### config.mk
export PLATFORM = sky130hd
export DESIGN_NAME = wb_bus_if
export DESIGN_NICKNAME = d
export VERILOG_FILES = /design/src/rtl/wb_bus_if_pkg.sv /design/src/rtl/wb_bus_if.sv
export SDC_FILE = /design/constraint.sdc
export NUM_CORES = 1
export LEC_CHECK = 0
export ABC_AREA = 1
export CELL_PAD_IN_SITES_DETAIL_PLACEMENT = 1
export CELL_PAD_IN_SITES_GLOBAL_PLACEMENT = 2
export CORE_MARGIN = 1.5
export CORE_UTILIZATION = 23
export DETAILED_ROUTE_END_ITERATION = 16
export GPL_TIMING_DRIVEN = 0
export PLACE_DENSITY = 0.91
export SYNTH_ARGS = -nofsm -noshare
export SYNTH_HDL_FRONTEND = slang
export SYNTH_SLANG_ARGS = --single-unit
### constraint.sdc
create_clock -name clk -period 2 [get_ports clk]
set_input_delay 0.5 -clock clk [delete_from_list [all_inputs] [get_ports clk]]
set_output_delay 0.5 -clock clk [all_outputs]
set_load 0.01 [all_outputs]
### src/rtl/wb_bus_if_pkg.sv
// Shared definitions for the CPU-port to Wishbone B3 bridge: FSM state
// encodings, default bus widths, stall vector width and timeout error word.
package wb_bus_if_pkg;

  typedef enum logic [1:0] {
    WB_IDLE           = 2'b00,
    WB_BUSY           = 2'b01,
    WB_WAIT_FOR_STALL = 2'b10
  } wb_state_t;

  localparam int          WB_ADDR_W        = 32;
  localparam int          WB_DATA_W        = 32;
  localparam int          STALL_W          = 6;
  localparam logic [31:0] TIMEOUT_ERR_DATA = 32'hDEADBEEF;

endpackage

### src/rtl/wb_bus_if.sv
// Bridges a single-cycle CPU memory port onto a Wishbone B3 master bus.
// Optional watchdog (adds err_o) is enabled by defining WB_TIMEOUT_EN.
module wb_bus_if
  import wb_bus_if_pkg::*;
#(
  parameter int ADDR_W = WB_ADDR_W,
  parameter int DATA_W = WB_DATA_W
`ifdef WB_TIMEOUT_EN
  ,
  parameter int TIMEOUT_CYCLES = 255
`endif
) (
  input  logic                  clk,
  input  logic                  rst,
  input  logic [STALL_W-1:0]    stall_i,
  input  logic                  flush_i,
  input  logic                  cpu_ce_i,
  input  logic [ADDR_W-1:0]     cpu_addr_i,
  input  logic [DATA_W-1:0]     cpu_data_i,
  input  logic                  cpu_we_i,
  input  logic [DATA_W/8-1:0]   cpu_sel_i,
  output logic [DATA_W-1:0]     cpu_data_o,
  output logic                  stallreq_o,
  input  logic [DATA_W-1:0]     wb_data_i,
  input  logic                  wb_ack_i,
  output logic [ADDR_W-1:0]     wb_addr_o,
  output logic [DATA_W-1:0]     wb_data_o,
  output logic                  wb_we_o,
  output logic [DATA_W/8-1:0]   wb_sel_o,
  output logic                  wb_stb_o,
  output logic                  wb_cyc_o
`ifdef WB_TIMEOUT_EN
  ,
  output logic                  err_o
`endif
);

  wb_state_t             state_reg, state_next;
  logic [DATA_W-1:0]     rd_buf_reg, rd_buf_next;
  logic [ADDR_W-1:0]     wb_addr_next;
  logic [DATA_W-1:0]     wb_data_next;
  logic                  wb_we_next;
  logic [DATA_W/8-1:0]   wb_sel_next;
  logic                  wb_stb_next;
  logic                  wb_cyc_next;

`ifdef WB_TIMEOUT_EN
  localparam int CNT_W = ($clog2(TIMEOUT_CYCLES + 1) > 8) ? $clog2(TIMEOUT_CYCLES + 1) : 8;
  logic [CNT_W-1:0] cnt_reg, cnt_next;
  logic             timeout_hit;

  // The last wait cycle before the limit is the timeout cycle itself.
  assign timeout_hit = (cnt_reg == CNT_W'(TIMEOUT_CYCLES - 1));
`endif

  always_comb begin
    state_next   = state_reg;
    rd_buf_next  = rd_buf_reg;
    wb_addr_next = wb_addr_o;
    wb_data_next = wb_data_o;
    wb_we_next   = wb_we_o;
    wb_sel_next  = wb_sel_o;
    wb_stb_next  = wb_stb_o;
    wb_cyc_next  = wb_cyc_o;
    stallreq_o   = 1'b0;
    cpu_data_o   = '0;
`ifdef WB_TIMEOUT_EN
    cnt_next     = cnt_reg;
    err_o        = 1'b0;
`endif

    case (state_reg)
      WB_IDLE: begin
        if (cpu_ce_i && !flush_i) begin
          stallreq_o   = 1'b1;
          wb_addr_next = cpu_addr_i;
          wb_data_next = cpu_data_i;
          wb_we_next   = cpu_we_i;
          wb_sel_next  = cpu_sel_i;
          wb_stb_next  = 1'b1;
          wb_cyc_next  = 1'b1;
          state_next   = WB_BUSY;
`ifdef WB_TIMEOUT_EN
          cnt_next     = '0;
`endif
        end
      end

      WB_BUSY: begin
        if (flush_i || wb_ack_i
`ifdef WB_TIMEOUT_EN
            || timeout_hit
`endif
           ) begin
          wb_addr_next = '0;
          wb_data_next = '0;
          wb_we_next   = 1'b0;
          wb_sel_next  = '0;
          wb_stb_next  = 1'b0;
          wb_cyc_next  = 1'b0;
          state_next   = WB_IDLE;
        end
        // Flush wins over ack: the returned data is simply dropped.
        if (flush_i) begin
          state_next = WB_IDLE;
        end else if (wb_ack_i) begin
          cpu_data_o  = wb_data_i;
          rd_buf_next = wb_data_i;
          state_next  = (stall_i == '0) ? WB_IDLE : WB_WAIT_FOR_STALL;
        end
`ifdef WB_TIMEOUT_EN
        else if (timeout_hit) begin
          cpu_data_o = DATA_W'(TIMEOUT_ERR_DATA);
          err_o      = 1'b1;
        end
`endif
        else begin
          stallreq_o = 1'b1;
`ifdef WB_TIMEOUT_EN
          cnt_next   = cnt_reg + 1'b1;
`endif
        end
      end

      WB_WAIT_FOR_STALL: begin
        cpu_data_o = rd_buf_reg;
        if (stall_i == '0 || flush_i) begin
          state_next = WB_IDLE;
        end
      end

      default: state_next = WB_IDLE;
    endcase
  end

  always_ff @(posedge clk or negedge rst) begin
    if (!rst) begin
      state_reg  <= WB_IDLE;
      rd_buf_reg <= '0;
      wb_addr_o  <= '0;
      wb_data_o  <= '0;
      wb_we_o    <= 1'b0;
      wb_sel_o   <= '0;
      wb_stb_o   <= 1'b0;
      wb_cyc_o   <= 1'b0;
`ifdef WB_TIMEOUT_EN
      cnt_reg    <= '0;
`endif
    end else begin
      state_reg  <= state_next;
      rd_buf_reg <= rd_buf_next;
      wb_addr_o  <= wb_addr_next;
      wb_data_o  <= wb_data_next;
      wb_we_o    <= wb_we_next;
      wb_sel_o   <= wb_sel_next;
      wb_stb_o   <= wb_stb_next;
      wb_cyc_o   <= wb_cyc_next;
`ifdef WB_TIMEOUT_EN
      cnt_reg    <= cnt_next;
`endif
    end
  end

endmodule

==> flow_metrics.py <==
metrics = {
    "sta": {
        "worstMarginPinSlew_ns": 0.516,
        "fin_hold_ws_ns": 0.0722,
        "max_freq_mhz": 432,
        "slew_headroom": 0.656,
        "fin_skew_ns": 0.0115,
        "drv_slew": 0,
        "grt_setup_unrepaired": "true",
        "layout_min_cycle_time_ns": 2.32,
        "finalHoldViolations": 0,
        "finalSetupViolations": 32,
        "fin_crit_sh": 1.16,
        "setup_ws_ns": -0.316,
    },
    "critical_path": {
        "cp_data_arrival_time_ns": 1.82,
        "cp_slowest_cell": "dfrtp_1",
        "regToRegSetupSlack_ns": 0.23,
        "start_kind": "register",
        "crit_path_frequent_cell": "buf_6",
        "cp_cell_sequence": "inv_2, ha_4, inv_4, nor2_4, buf_6, buf_6, buf_16, nand2_4, a21oi_1, buf_2",
        "end_kind": "output pin",
        "required_ns": 1.50,
        "critPathMaxStageDelay_ns": 0.40,
        "path_max_fanout": 5,
        "worstSetupPathType": "reg -> out",
    },
    "clock_tree": {
        "cts_tree": "done",
        "root_buffer": "clkbuf_16",
        "cts_htree_levels": 3,
        "cts.sinks": 104,
        "cts_hold_buf": 0,
        "clk_latency_ns": 0.35,
        "clock_tree.buffer_depth": 2,
        "cts_buffers": 9,
        "path_clk_slew_ns": 0.08,
    },
    "power": {
        "power_density_nw_per_um2": 1370,
        "ir_worst_vdd_uv": 453,
        "leakagePower_uw": 0.00377,
        "p_total_uw": 10800,
    },
    "drt": {
        "via_per_inst": 4.50,
        "ant_nets": 0,
        "drtIter0Drc": 122,
        "wire_per_inst_um": 16.2,
        "vias": 4879,
        "drt_first_pass_iters": 4,
        "drcViolationCount": 0,
        "wirelength_mm": 17.6,
    },
    "finish": {
        "postLayoutCoreUtil": 0.394,
        "layout-drive-gt1-share": 0.205,
        "fillers": 2353,
        "seq_area_um2": 2600,
        "final_nets": 923,
        "syn_to_final_growth_pct": 68.7,
        "multiInputGateArea_um2": 2030,
    },
    "run_status": {
        "outcome": "finished, violations left",
        "violations": "negative setup slack",
    },
    "global_route": {
        "grt_start_max_net_pins": 63,
        "grt_remaining_overflow": 0,
        "grt.total_usage": 0.166,
        "first_global_vias": 5178,
        "grt_pass1_wl_mm": 28.1,
        "grt_antenna_before_repair": 3,
    },
    "floorplanning": {
        "fp.coreArea_um2": 20100,
        "io_pins": 216,
        "die_h_um": 146,
        "die_x_um": 146,
        "start_util": 0.234,
        "row_count": 52,
        "dieArea_um2": 21300,
    },
    "run": {
        "max_cap_violations": 0,
    },
    "placed_design": {
        "gp_congestion": 0.758,
        "hpwl_mm": 12.2,
        "preCtsSetupSlack_ns": -0.953,
        "io_buffers": 215,
    },
    "synth": {
        "netlist_instances": 556,
        "synth_area_um2": 4700,
        "synth-seq-area-share": 0.554,
        "yosysWarningCount": 0,
        "avgSynthCellArea_um2": 8.45,
        "ys_ff_latch": 104,
        "synth_cell_type_count": 18,
        "syn_nets": 671,
    },
    "worst_hold_path": {
        "min_path_type": "in -> async",
    },
}
## layer usage
layer,vias to the layer above,wire [µm],global-route usage
li1,2346,-,-
met1,2375,7610,0.207
met2,139,8660,0.284
met3,17,1020,0.0417
met4,2,271,0.0490
met5,-,11,0
## metrics by stage
stage	std cells	area (µm²)	setup TNS (ns)
finish	1085	7920	-8.17
global route	1084	7920	-11.29
CTS	1081	7850	-9.93
detailed placement	1042	7220	-28.64
global placement	1041	7190	-445.72
floorplan	556	4700	0
## cell usage after synthesis (all sizes together)
cell | number | area share
a21oi | 32 | 0.034
buf | 23 | 0.037
clkbuf | 24 | 0.019
dfrtp | 104 | 0.55
ha | 3 | 0.0080
inv | 9 | 0.0072
nand2 | 250 | 0.20
nand3 | 3 | 0.0032
nand4 | 70 | 0.093
nor2 | 5 | 0.0056
o21ai | 33 | 0.035
## layout make-up
cell class | instances | share of cell area
repair buffers | 243 | 0.288
multi-input cells | 396 | 0.256
well taps | 270 | 0.0426
flip-flops and latches | 104 | 0.329
inverters | 9 | 0.00458
plain buffers | 45 | 0.0425
clock inverters | 6 | 0.00726
clock buffers | 10 | 0.0302
diodes | 2 | 0.000632
## kinds of logic after synthesis
group           after synthesis  synth area share
compound gates               65            0.0693
fa+ha+maj                     3           0.00799
buf+inv                      56            0.0637
flops                       104             0.554
simple gates                328             0.305
## layout by cell type (no fill, tap or decap), types with 6 or more instances in the layout
cell | synthesis | layout
clkdlybuf4s50_1 | 0 | 179
nand4_1 | 70 | 70
nand2_1 | 246 | 227
nand2_2 | 3 | 12
clkbuf_1 | 24 | 19
dfrtp_1 | 104 | 103
clkbuf_16 | 0 | 11
buf_4 | 5 | 25
buf_2 | 11 | 39
o21ai_0 | 33 | 32
inv_2 | 4 | 6
a21oi_2 | 0 | 28
nand2_4 | 1 | 11
buf_6 | 6 | 12
## path summary, 6_finish.rpt
check | start | endpoint | cells past startpoint
min in group clk | wb_addr_o[2] | wb_addr_o[2] | 2
min reg2reg | wb_addr_o[2] | wb_addr_o[2] | 2
max | state_reg[1] | cpu_data_o[5] | 10
min | rst | wb_data_o[26] | 1
max reg2reg | state_reg[1] | wb_data_o[23] | 12
max in group asynchronous | rst | wb_data_o[13] | 2
## report_power, final
part           internal (µW)  total [µW]  switching (µW)
Sequential              2980        3450             467
Combinational           2500        5600            3100
Clock                    912        1800             886
Total                   6400       10800            4450
## timing repair
item | 4_1_cts | 5_1_grt
gates cloned | 2 | 1
setup buffers | 21 | 4
setup endpoints to repair | 33 | 33
pin swaps | 10 | 11
gates resized for setup | 221 | 21
## critical path, delay by kind of cell, from the launching register on
family                   cells  cell delay [ns]
buffers and inverters        6             0.62
flip-flops                   1             0.40
AND/OR/NAND/NOR              2             0.16
adder cells (fa/ha/maj)      1             0.14
AO/OA/AOI/OAI                1             0.13
Note: power is estimated with default switching activity, not from simulation.
